<file path="src/rtl/pipeline_hazard_ctrl.sv">
// Hazard control for a 5-stage pipeline: load-use stall, branch flush and a
// fixed-latency multiply/divide wait, plus a running count of stalled cycles.
module pipeline_hazard_ctrl #(
  parameter int MDU_LAT = 8,
  parameter int CNT_W   = 6
) (
  input  logic        clock,
  input  logic        reset,
  input  logic [4:0]  id_rs,
  input  logic [4:0]  id_rt,
  input  logic        id_uses_rs,
  input  logic        id_uses_rt,
  input  logic        ex_mem_read,
  input  logic [4:0]  ex_rd,
  input  logic        ex_mdu_start,
  input  logic        ex_branch_taken,
  output logic        stall,
  output logic        stall2,
  output logic        flush_if_id,
  output logic        bubble_id_ex,
  output logic        mdu_done,
  output logic [31:0] stall_cycles
);

  typedef enum logic {RUN = 1'b0, MDU_WAIT = 1'b1} state_e;

  state_e             state_q, state_d;
  logic [CNT_W-1:0]   cnt_q, cnt_d;
  logic [31:0]        stall_cycles_q;
  logic               hazard;
  logic               stall_c, stall2_c, flush_c, bubble_c, done_c;

  // Register $zero never carries a real dependency.
  assign hazard = ex_mem_read && (ex_rd != 5'd0) &&
                  ((id_uses_rs && (id_rs == ex_rd)) ||
                   (id_uses_rt && (id_rt == ex_rd)));

  always_comb begin
    state_d  = state_q;
    cnt_d    = cnt_q;
    stall_c  = 1'b0;
    stall2_c = 1'b0;
    flush_c  = 1'b0;
    bubble_c = 1'b0;
    done_c   = 1'b0;
    if (!reset) begin
      case (state_q)
        RUN: begin
          stall_c  = hazard && !ex_branch_taken;
          flush_c  = ex_branch_taken;
          bubble_c = stall_c || ex_branch_taken;
          // A taken branch squashes the mul/div, so it never starts.
          if (ex_mdu_start && !ex_branch_taken) begin
            state_d = MDU_WAIT;
            cnt_d   = CNT_W'(MDU_LAT - 1);
          end
        end
        MDU_WAIT: begin
          stall2_c = 1'b1;
          cnt_d    = cnt_q - CNT_W'(1);
          if (cnt_q <= CNT_W'(1)) begin
            done_c  = (cnt_q == CNT_W'(1));
            state_d = RUN;
          end
        end
        default: state_d = RUN;
      endcase
    end
  end

  always_ff @(posedge clock) begin
    if (reset) begin
      state_q        <= RUN;
      cnt_q          <= '0;
      stall_cycles_q <= '0;
    end else begin
      state_q <= state_d;
      cnt_q   <= cnt_d;
      if (stall_c || stall2_c)
        stall_cycles_q <= stall_cycles_q + 32'd1;
    end
  end

  assign stall        = stall_c;
  assign stall2       = stall2_c;
  assign flush_if_id  = flush_c;
  assign bubble_id_ex = bubble_c;
  assign mdu_done     = done_c;
  assign stall_cycles = stall_cycles_q;

endmodule

</file>
<file path="config.mk">
export PLATFORM = sky130hd
export DESIGN_NAME = pipeline_hazard_ctrl
export DESIGN_NICKNAME = d
export VERILOG_FILES = /design/src/rtl/pipeline_hazard_ctrl.sv
export SDC_FILE = /design/constraint.sdc
export NUM_CORES = 1
export LEC_CHECK = 0
export CAP_MARGIN = 20
export CORE_AREA = 2 2 74 69
export DETAILED_ROUTE_END_ITERATION = 7
export DIE_AREA = 0 0 76 71
export PLACE_DENSITY_LB_ADDON = 0.1
export SLEW_MARGIN = 10
export SYNTH_ARGS = -nofsm -noshare
export SYNTH_HDL_FRONTEND = slang
export SYNTH_SLANG_ARGS = --single-unit
</file>
<file path="constraint.sdc">
create_clock -name clock -period 2.8 [get_ports clock]
set_clock_uncertainty 0.05 [all_clocks]
set_input_delay 0.7 -clock clock [delete_from_list [all_inputs] [get_ports clock]]
set_output_delay 0.7 -clock clock [all_outputs]
set_load 0.02 [all_outputs]
</file>
# Word level (Yosys, flattened, before mapping)
# Cells that the tools add are included.
# totals
ff_bits	39
latch_bits	0
mem_bits_rw	0
rom_bits	0
input_bits	22
out_inout_bits	37
word_cells	38
n_memories	0
# classes
addsub	2
mul	0
n_div	0
magnitude_cmp	1
n_eq_ne	4
shift	0
n_mux	16
n_bitwise	1
reduce_logical	11
# op_table
cell	count
$add A32 B1 Y32 const B	1
$mux W1	13
$pmux W6 S2	1
$eq A5 B5 Y1	2
$eq A6 B1 Y1 const B	1
$le A6 B1 Y1 const B	1
$logic_and A1 B1 Y1	6
$mux W6	1
$sub A6 B1 Y6 const B	1
$reduce_bool A5 Y1	1
$logic_or A1 B1 Y1	3
$ne A2 B2 Y1 const B	1
$pmux W1 S2	1
$logic_not A1 Y1	1
$not A1 Y1	1

# Depth between registers and ports, before layout
# Gate-level depths: netlist of the first run.
# depth
ltp_word	8
mapped_depth	8
ltp_nobuf	7

# Worst setup path before layout of the first run
# Ideal clock, no wire load.
# synth_timing
path_type	input-to-output
start	input ex_rd[1]
end	output stall
arrival_time_ps	1685
t_required_ps	2050
slack_ps	365
path_stages	4
path_buffers	0
cell_sequence	or4_1 > o21ai_2 > nor2b_1 > and3_1
# synth_via
elab_chain_cells	7
elab_cells_between_ends	11
cone_classes	2 x eq/ne; 2 x mux; 7 x reduce/logical
# synth_rtl
item	line_no	text
start: declaration	14	input logic [4:0] ex_rd,
$eq A5 B5 Y1 (on tied branches)	35, 36	
$logic_and A1 B1 Y1 (on tied branches)	35, 36	
$logic_or A1 B1 Y1	35	((id_uses_rs && (id_rs == ex_rd)) ||
$logic_and A1 B1 Y1 (*)	34	assign hazard = ex_mem_read && (ex_rd != 5'd0) &&
$logic_and A1 B1 Y1 (*)	49	stall_c = hazard && !ex_branch_taken;
$mux W1 (*)	47	case (state_q)
$mux W1 (*)	46	if (!reset) begin
end: declaration	17	output logic stall,
# Every way passes the cells marked *; elsewhere a longest branch is shown, timed or not.

# Worst setup path after layout of the first run
# layout_timing
start	input ex_rd[4]
end	output bubble_id_ex
# layout_via
elab_chain_cells	8
elab_cells_between_ends	12
cone_classes	2 x eq/ne; 2 x mux; 8 x reduce/logical
# layout_rtl
item	line_no	text
$eq A5 B5 Y1 (on tied branches)	35, 36	
$logic_and A1 B1 Y1 (on tied branches)	35, 36	
$logic_or A1 B1 Y1	35	
$logic_and A1 B1 Y1 (*)	34	
$logic_and A1 B1 Y1 (*)	49	
$logic_or A1 B1 Y1 (*)	51	bubble_c = stall_c || ex_branch_taken;
$mux W1 (*)	47	
$mux W1 (*)	46	
end: declaration	20	output logic bubble_id_ex,
# Marks and branches as above.

==> metrics.csv, run 1 <==
metric,value,unit
yosysWarnings,0,
ff2ff_setup_slack,0.51,ns
cp_slowest_stage_delay,0.51,ns
critical_path_class,primary input to primary output,
postRouteAntennaNets,0,
hold_class,flop to flop,
fillerInstances,427,
synthCells,256,
worst-path-buf-inv,2,
layout_setup_ws,0.07515,ns
ir_drop,0.2920,mV
firstDrtPassIters,4,
cts_made_buffers,5,
syn_nets,281,
synth.avg_cell_area,8.333,sq um
worst-path-max-fanout,3,
post-synth-top-count-cell,dfxtp_1,
synth_seq_cells,39,
placed_cells,381,
fin_cells,391,
routabilityCongestion,0.7557,
clock.fmax,367.0,MHz
endpoint_kind,primary output,
globalRouteTotalUtil,0.1986,
fp.coreArea,4654,sq um
yosysSeqAreaShare,0.3660,
synthArstFlopShare,0,
cts-root-buf,clkbuf_8,
hpwl,3729,um
grt_pass1_vias,2001,
antenna_cells,0,
clockBufferDepth,2,
worst_ep_required_time,2.05,ns
min-delay-start,cnt_q[2],
wire_per_inst,13.39,um
startpoint_type,primary input,
io_buffers,58,
synth-edff-count,0,
start_util,0.4583,
maxSlewHeadroom,0.7483,
min_to,cnt_q[2],
grt_max_degree,28,
worst_hold_slack,0.4234,ns
die_w,76,um
min_period_over_period,0.9732,
synth_ff_type,dfxtp_1,
synth_common_cells,"39 x dfxtp_1, 34 x a21oi_1, 24 x or4_1",
clock_latency,0.29,ns
netlist_top_cells_area,"dfxtp_1 37%, or4_1 8.4%, a21oi_1 8.0%, o31ai_1 6.7%, xnor2_1 4.1%",
fin_crit,2.725,ns
grt_pass1_wl,8894,um
synth_area,2133,sq um
rows,24,
rr_worst_depth,7,
syn2layout_area_growth,40.06,%
worst_pin_slew,0.3741,ns
ff_latch_area,780.7,sq um
num-nets-final,350,
path_cells,clkdlybuf4s15_2 -> or4_4 -> o21ai_4 -> nor2b_4 -> o21a_1 -> buf_4,
crit_slowest_cell,or4_4,
drv_cap,0,
yosysTopAreaCellShare,0.3660,
path_delay_family,simple AND/OR/NAND/NOR gates,
drc,0,
drt_iter0_drc,83,
finish.utilization,0.6419,
routed_via_density,5.550,
path_clk_slew,0.07,ns
synth-simple-area-share,0.2804,
cts_tree,yes,
place_ws,-0.6323,ns
p_leak,1.060,nW
htree_levels,2,
synth_top_family_by_area,simple AND/OR/NAND/NOR gates,
pin_count,59,
synthXorXnorAreaFrac,0.04516,
die-area,5396,sq um
overflow,0,
muxShareOfSynthArea,0.01173,
num_vias,2170,
reg2reg_from,stall_cycles[0],
yosysUniqueCellTypes,45,
yosysTopAreaCell,dfxtp_1,
hold_viol,0,
power_density,381.9,nW/um^2
cts_sinks,39,
setup_viol,0,
tns,0,ns
status,finished clean,
slew_violations,0,
multi_input_area,1259,sq um
r2r_end,stall_cycles[28],
worstPathArrival,1.97,ns
wl,5236,um
drive_gt1_frac,0.1288,
synth_compound_area_frac,0.2205,
die_y,71,um
antenna_found_initial,0,
rsz0062_at_grt,false,
whs_path_depth,1,
synth_fa_ha_area_frac,0.01760,
how the worst max path moves through the flow:
stage               slack, ns           end     start  depth (start not counted)
floorplan                0.37         stall  ex_rd[1]                          4
global placement        -0.59         stall  ex_rd[1]                          6
detailed placement      -0.63         stall  ex_rd[1]                          6
CTS                     -0.02         stall  id_rt[2]                          7
global route             0.01         stall  id_rt[0]                          7
finish                   0.08  bubble_id_ex  ex_rd[4]                          6
layout make-up:
type | instances | share of cell area
tap | 65 | 0.02722
clock buffer | 8 | 0.03350
inverter | 12 | 0.01508
timing repair buffer | 76 | 0.2416
sequential | 39 | 0.2613
multi-input combinational | 191 | 0.4213
per-stage QoR:
stage	power, mW	cell area, sq um
2_1_floorplan	0.6682	2133
3_3_place_gp	0.7341	2835
3_5_place_dp	0.7371	2835
4_1_cts	1.154	2938
5_1_grt	1.193	2988
6_report	1.141	2988
flip-flops by register name (all words and copies together), names as in the netlist:
register,cells
stall_cycles,32
cnt_q,6
state_q,1
cells in the final DEF (no fill, tap or decap), drive strengths merged, types with 2 or more instances in the layout:
cell	netlist	final
and3	5	5
buf	8	20
o21ai	10	10
nor3	4	4
or4	24	24
dfxtp	39	39
xnor2	10	10
a21oi	35	35
nor2b	4	4
nand4	8	8
o311ai	2	2
nand2	15	15
or3	11	11
o31ai	19	19
dlygate4sd2	0	5
clkbuf	6	10
or2	3	3
inv	12	12
ha	3	3
nor2	10	10
dlymetal6s2s	0	9
clkdlybuf4s50	0	39
nand3	12	12
where the power goes:
| group | switching [mW] | leakage, nW | internal (mW) |
|---|---|---|---|
| sequential | 0.00816 | 0.315 | 0.564 |
| clock | 0.192 | 0.0515 | 0.225 |
| combinational | 0.0761 | 0.693 | 0.0756 |
per-layer routing:
metal | up-vias | global-route usage | routed length [um]
li1 | 1101 | - | -
met3 | 10 | 0.03954 | 176
met4 | 0 | 0.08081 | 91
met5 | - | 0 | 0
met2 | 40 | 0.3254 | 2452
met1 | 1019 | 0.2599 | 2516
cell families (layout without fill, tap and decap cells):
logic type               after synthesis  after routing
AND/OR/NAND/NOR                      101            101
buffers and inverters                 26             96
adder cells (fa/ha/maj)                3              3
flip-flops                            39             39
AO/OA/AOI/OAI                         74             74
XOR/XNOR                              11             11
multiplexers                           2              2
what timing repair did:
item                       in CTS  in global routing
setup endpoints to repair       5                  2
gates cloned                    0                  0
gates resized for setup        24                 16
pin swaps                       4                 12
hold buffers                    0                  0
buffers inserted                0                  2
(Power assumes the default switching activity.)
==> inputs of run 2 (changes only) <==
ABC_AREA = 1   (was not set)
CORE_AREA = 2 2 83 77   (was 2 2 74 69)
DIE_AREA = 0 0 85 79   (was 0 0 76 71)
==> metrics.csv, run 2 <==
metric,value,unit
routabilityCongestion,0.9323,
cts_sinks,39,
rsz0062_at_grt,true,
yosysTopAreaCellShare,0.2661,
antenna_cells,0,
power_density,367.7,nW/um^2
path_clk_slew,0.07,ns
setup_viol,0,
yosysTopAreaCell,dfxtp_1,
synth_top_family_by_area,simple AND/OR/NAND/NOR gates,
endpoint_kind,primary output,
synth_compound_area_frac,0.08785,
cp.depth,10,
cpMostUsedCell,nand2_1,
synth_ff_type,dfxtp_1,
firstDrtPassIters,4,
synth_common_cells,"158 x nand2_1, 90 x nor2_1, 61 x inv_1",
worst_hold_slack,0.4362,ns
drc,0,
min_period_over_period,0.9694,
grt_pass1_vias,2886,
whs_path_depth,2,
drive_gt1_frac,0.05789,
worst_ep_required_time,2.05,ns
synthCells,515,
crit_slowest_cell,clkdlybuf4s50_1,
clockBufferDepth,2,
synth_seq_cells,39,
fillerInstances,623,
wl,7579,um
syn2layout_area_growth,23.20,%
start_util,0.4963,
largest_reg_flops,32,
num-nets-final,594,
path_delay_family,buffers and inverters,
maxSlewHeadroom,0.5921,
fin_crit,2.714,ns
postRouteAntennaNets,0,
pin_count,59,
synth_area,2934,sq um
routed_via_density,5.059,
final_cell_mix,"158 x nand2_1, 90 x nor2_1, 60 x inv_1, 57 x nand3_1, 50 x clkdlybuf4s50_1",
netlist_top_cells_area,"dfxtp_1 27%, nand2_1 20%, nor2_1 12%, nand3_1 9.7%, inv_1 7.8%",
synth.avg_cell_area,5.697,sq um
wire_per_inst,11.81,um
rows,27,
muxShareOfSynthArea,0,
ir_drop,0.2540,mV
layout_setup_ws,0.08557,ns
placed_cells,634,
cp_slowest_stage_delay,0.51,ns
slew_violations,0,
worstPathArrival,1.96,ns
p_leak,1.741,nW
yosysUniqueCellTypes,25,
drv_cap,0,
cts_made_buffers,5,
synth-simple-area-share,0.4542,
htree_levels,2,
p_total,1.329,mW
synthArstFlopShare,0,
num_vias,3248,
cts_tree,yes,
fp.coreArea,5912,sq um
antenna_found_initial,0,
synthXorXnorAreaFrac,0.04776,
hold_class,flop to flop,
yosysWarnings,0,
drt_iter0_drc,207,
globalRouteTotalUtil,0.2359,
final_common_cell,nand2_1,
hpwl,5679,um
status,finished clean,
synth_fa_ha_area_frac,0.01279,
grt_pass1_wl,12900,um
post_cts_buffers,0,
rr_worst_depth,10,
finish.utilization,0.6114,
tns,0,ns
startpoint_type,primary input,
die-area,6715,sq um
syn_nets,540,
io_buffers,58,
overflow,0,
place_area,3531,sq um
clock_latency,0.30,ns
cts-root-buf,clkbuf_8,
die_y,79,um
grt_max_degree,65,
fin_cells,642,
clock.fmax,368.4,MHz
path_cells,clkdlybuf4s50_1 -> inv_2 -> nand2_1 -> nand2_1 -> nor2_1 -> nand3_1 -> nand2_1 -> nand2_1 -> a21oi_1 -> buf_4,
die_w,85,um
worst_pin_slew,0.6119,ns
fin_area,3615,sq um
post-synth-top-count-cell,nand2_1,
hold_viol,0,
worst-path-max-fanout,3,
critical_path_class,primary input to primary output,
place_ws,-0.3899,ns
worst-path-buf-inv,3,
yosysSeqAreaShare,0.2661,
synth-edff-count,0,
## run 2: cell types whose count changed in the layout (fill, tap and decap cells not counted), moves of 10 or more
cell,previous run,this run
nand2_1,15,158
clkdlybuf4s50_1,39,50
buf_4,19,9
o31ai_1,19,0
or4_1,23,0
nor2_1,10,90
nand3_1,12,57
or3_1,10,0
inv_1,12,60
xor2_1,1,15
## run 2: cell type report
| class | count | area [sq um] | share of cell area |
|---|---|---|---|
| multi-input cells | 389 | 1768 | 0.4891 |
| flip-flops and latches | 39 | 780.7 | 0.2160 |
| repair buffers | 65 | 635.6 | 0.1758 |
| inverters | 69 | 259.0 | 0.07165 |
| well taps | 72 | 90.09 | 0.02492 |
| clock buffers | 7 | 76.32 | 0.02111 |
| clock inverters | 1 | 5.005 | 0.001385 |
## run 2: kinds of logic (layout without fill, tap and decap cells)
group | after synthesis | count (layout)
xor+xnor | 16 | 16
compound gates | 48 | 48
buf+inv | 87 | 142
simple gates | 322 | 322
fa+ha+maj | 3 | 3
flops | 39 | 39
## run 2: power by group
| group | total, mW | leakage, nW | switching, mW | internal (mW) |
|---|---|---|---|---|
| clock network | 0.385 | 0.0422 | 0.209 | 0.175 |
| registers | 0.633 | 0.318 | 0.0445 | 0.589 |
| logic | 0.311 | 1.38 | 0.166 | 0.145 |
| total | 1.33 | 1.74 | 0.420 | 0.909 |
## run 2: final timing paths
| path | from | end | slack (ns) |
|---|---|---|---|
| worst max-delay path | ex_rd[0] | bubble_id_ex | 0.09 |
| worst min-delay path | cnt_q[1] | cnt_q[1] | 0.44 |
| worst max register to register | stall_cycles[1] | stall_cycles[26] | 0.89 |
| worst min register to register | cnt_q[1] | cnt_q[1] | 0.44 |
## run 2: worst reg2reg max path, stage by stage (launching register included)
cell and delay (ns):
dfxtp_1 0.42, ha_1 0.29, nand3_2 0.17, inv_2 0.12, nand2_1 0.15, nor2_2 0.25, nand2_1 0.08, nand2_1 0.06
nand2_1 0.05, a21oi_1 0.11, nor2_1 0.06
## run 2: metal layers
metal,vias up,track usage,wire length (um)
met3,10,0.04054,458
li1,1714,-,-
met5,-,0,0
met1,1437,0.2941,3345
met2,87,0.4133,3673
met4,0,0.07460,101
## run 2: what timing repair did
| item | 4_1_cts | 5_1_grt |
|---|---|---|
| gates resized for setup | 10 | 6 |
| hold buffers | 0 | 0 |
| cloned | 0 | 0 |
| setup endpoints to repair | 4 | 3 |
==> inputs of run 3 (changes only) <==
--- a/config.mk
+++ b/config.mk
@@ -7,7 +7,8 @@
 export LEC_CHECK = 0
-export ABC_AREA = 1
+export ABC_AREA = 0
 export CAP_MARGIN = 20
-export CORE_AREA = 2 2 83 77
+export CORE_AREA = 2 2 65 61
 export DETAILED_ROUTE_END_ITERATION = 7
-export DIE_AREA = 0 0 85 79
+export DIE_AREA = 0 0 67 63
+export DONT_BUFFER_PORTS = 1
 export PLACE_DENSITY_LB_ADDON = 0.1
==> constraint.sdc (replaced) <==
create_clock -name clock -period 2.8 [get_ports clock]
set_clock_uncertainty 0.05 [all_clocks]
set_input_delay 0.42 -clock clock [delete_from_list [all_inputs] [get_ports clock]]
set_output_delay 0.42 -clock clock [all_outputs]
set_load 0.02 [all_outputs]
==> metrics.csv, run 3 (same netlist as run 1, synthesis figures left out) <==
metric,value,unit
r2r_end,stall_cycles[30],
worst-path-max-fanout,12,
path_clk_slew,0.07,ns
grt_pass1_wl,7527,um
syn2layout_area_growth,6.452,%
drive_gt1_frac,0.08915,
rows,21,
whs_path_depth,1,
maxSlewHeadroom,0.5835,
min_to,cnt_q[3],
drc,0,
hpwl,3169,um
worstPathArrival,1.81,ns
endpoint_kind,primary output,
die_y,63,um
final_cell_mix,"39 x dfxtp_1, 34 x a21oi_1, 24 x or4_1, 19 x o31ai_1, 15 x nand2_1",
worst_ep_required_time,2.33,ns
pin_count,59,
die-area,4221,sq um
cts-root-buf,clkbuf_8,
path_cells,nand2b_1 -> or4_1 -> nor3b_1 -> buf_4,
overflow,0,
post_cts_buffers,0,
place_ws,0.4531,ns
ctsHoldBuffers,0,
power_density,471.4,nW/um^2
cts_resized,0,
crit_slowest_cell,dfxtp_1,
antenna_found_initial,0,
wire_per_inst,14.77,um
start_util,0.5970,
routed_via_density,6.257,
hold_class,primary input to flop,
globalRouteTotalUtil,0.2242,
clock.fmax,438.5,MHz
cts_tree,yes,
reg2reg_from,stall_cycles[13],
status,finished clean,
io_buffers,0,
cts_made_buffers,5,
clockBufferDepth,2,
drt_iter0_drc,98,
die_w,67,um
cp_slowest_stage_delay,0.55,ns
grt_max_degree,46,
postRouteAntennaNets,0,
hold_viol,0,
num-nets-final,282,
min-delay-start,reset,
cts_sinks,39,
finish.utilization,0.6355,
ir_drop,0.3531,mV
ff2ff_setup_slack,0.57,ns
p_leak,0.6958,nW
clock_latency,0.29,ns
rsz0062_at_grt,false,
worst_pin_slew,0.6200,ns
largest_reg_flops,32,
grt_pass1_vias,1765,
num_vias,1902,
fin_crit,2.280,ns
slew_violations,0,
min_period_over_period,0.8144,
htree_levels,2,
drv_cap,0,
rr_worst_depth,6,
setup_viol,0,
fp.coreArea,3573,sq um
routabilityCongestion,0.7544,
antenna_cells,0,
final_common_cell,dfxtp_1,
tns,0,ns
critical_path_class,flop to primary output,
startpoint_type,flop,
firstDrtPassIters,4,
wl,4490,um
layout_setup_ws,0.5196,ns
run 3: changes by cell type in the layout (fill, tap and decap cells not counted), moves of 10 or more:
cell / before / now
or3_1: 0 / 10
nand2_1: 158 / 15
xor2_1: 15 / 1
clkdlybuf4s50_1: 50 / 0
o31ai_1: 0 / 19
inv_1: 60 / 12
nand3_1: 57 / 12
nor2_1: 90 / 10
or4_1: 0 / 24
run 3: worst max-delay path: cells and delay by family, from the launching register on:
| kind | cells | cell delay (ns) |
|---|---|---|
| buffers and inverters | 1 | 0.17 |
| flip-flops | 1 | 0.55 |
| AND/OR/NAND/NOR | 3 | 0.80 |
run 3: power by group:
| group | switching (mW) | internal, mW | leakage, nW |
|---|---|---|---|
| combinational | 0.0472 | 0.0373 | 0.329 |
| clock | 0.187 | 0.225 | 0.0515 |
| sequential | 0.0102 | 0.564 | 0.315 |
run 3: stage by stage:
| step | total power, mW | cells | area (sq um) | hold WS, ns |
|---|---|---|---|---|
| final | 1.071 | 304 | 2271 | 0.1521 |
| after global routing | 1.119 | 304 | 2271 | 0.1260 |
| after CTS | 1.078 | 304 | 2271 | 0.1379 |
| after detailed placement | 0.6719 | 296 | 2171 | 0.4089 |
| after global placement | 0.6700 | 296 | 2171 | 0.4100 |
| after floorplan | 0.6682 | 256 | 2133 | 0.3875 |
run 3: worst max path at each step:
stage                     cells after the start             from  slack, ns                to
after CTS                                     4          state_q       0.51          mdu_done
after global placement                        7         ex_rd[1]       0.48  stall_cycles[23]
after global routing                          4          state_q       0.41          mdu_done
final                                         4          state_q       0.52          mdu_done
after detailed placement                      7         ex_rd[1]       0.45  stall_cycles[31]
after floorplan                               6  stall_cycles[0]       0.58  stall_cycles[20]
run 3: final cells by class:
type                    instances  area (sq um)
fillers                       320          1303
multi-input cells             191          1227
flip-flops and latches         39         780.7
clock buffers                   8         100.1
repair buffers                  8         60.06
well taps                      46         57.56
inverters                      12         45.04
run 3: routing by layer:
layer  GRT usage  vias up  wire [um]
li1            -      973          -
met1      0.2913      876       2085
met2      0.3564       46       2104
met3     0.05946        7        246
met4     0.07398        0         53
met5           0        -          0
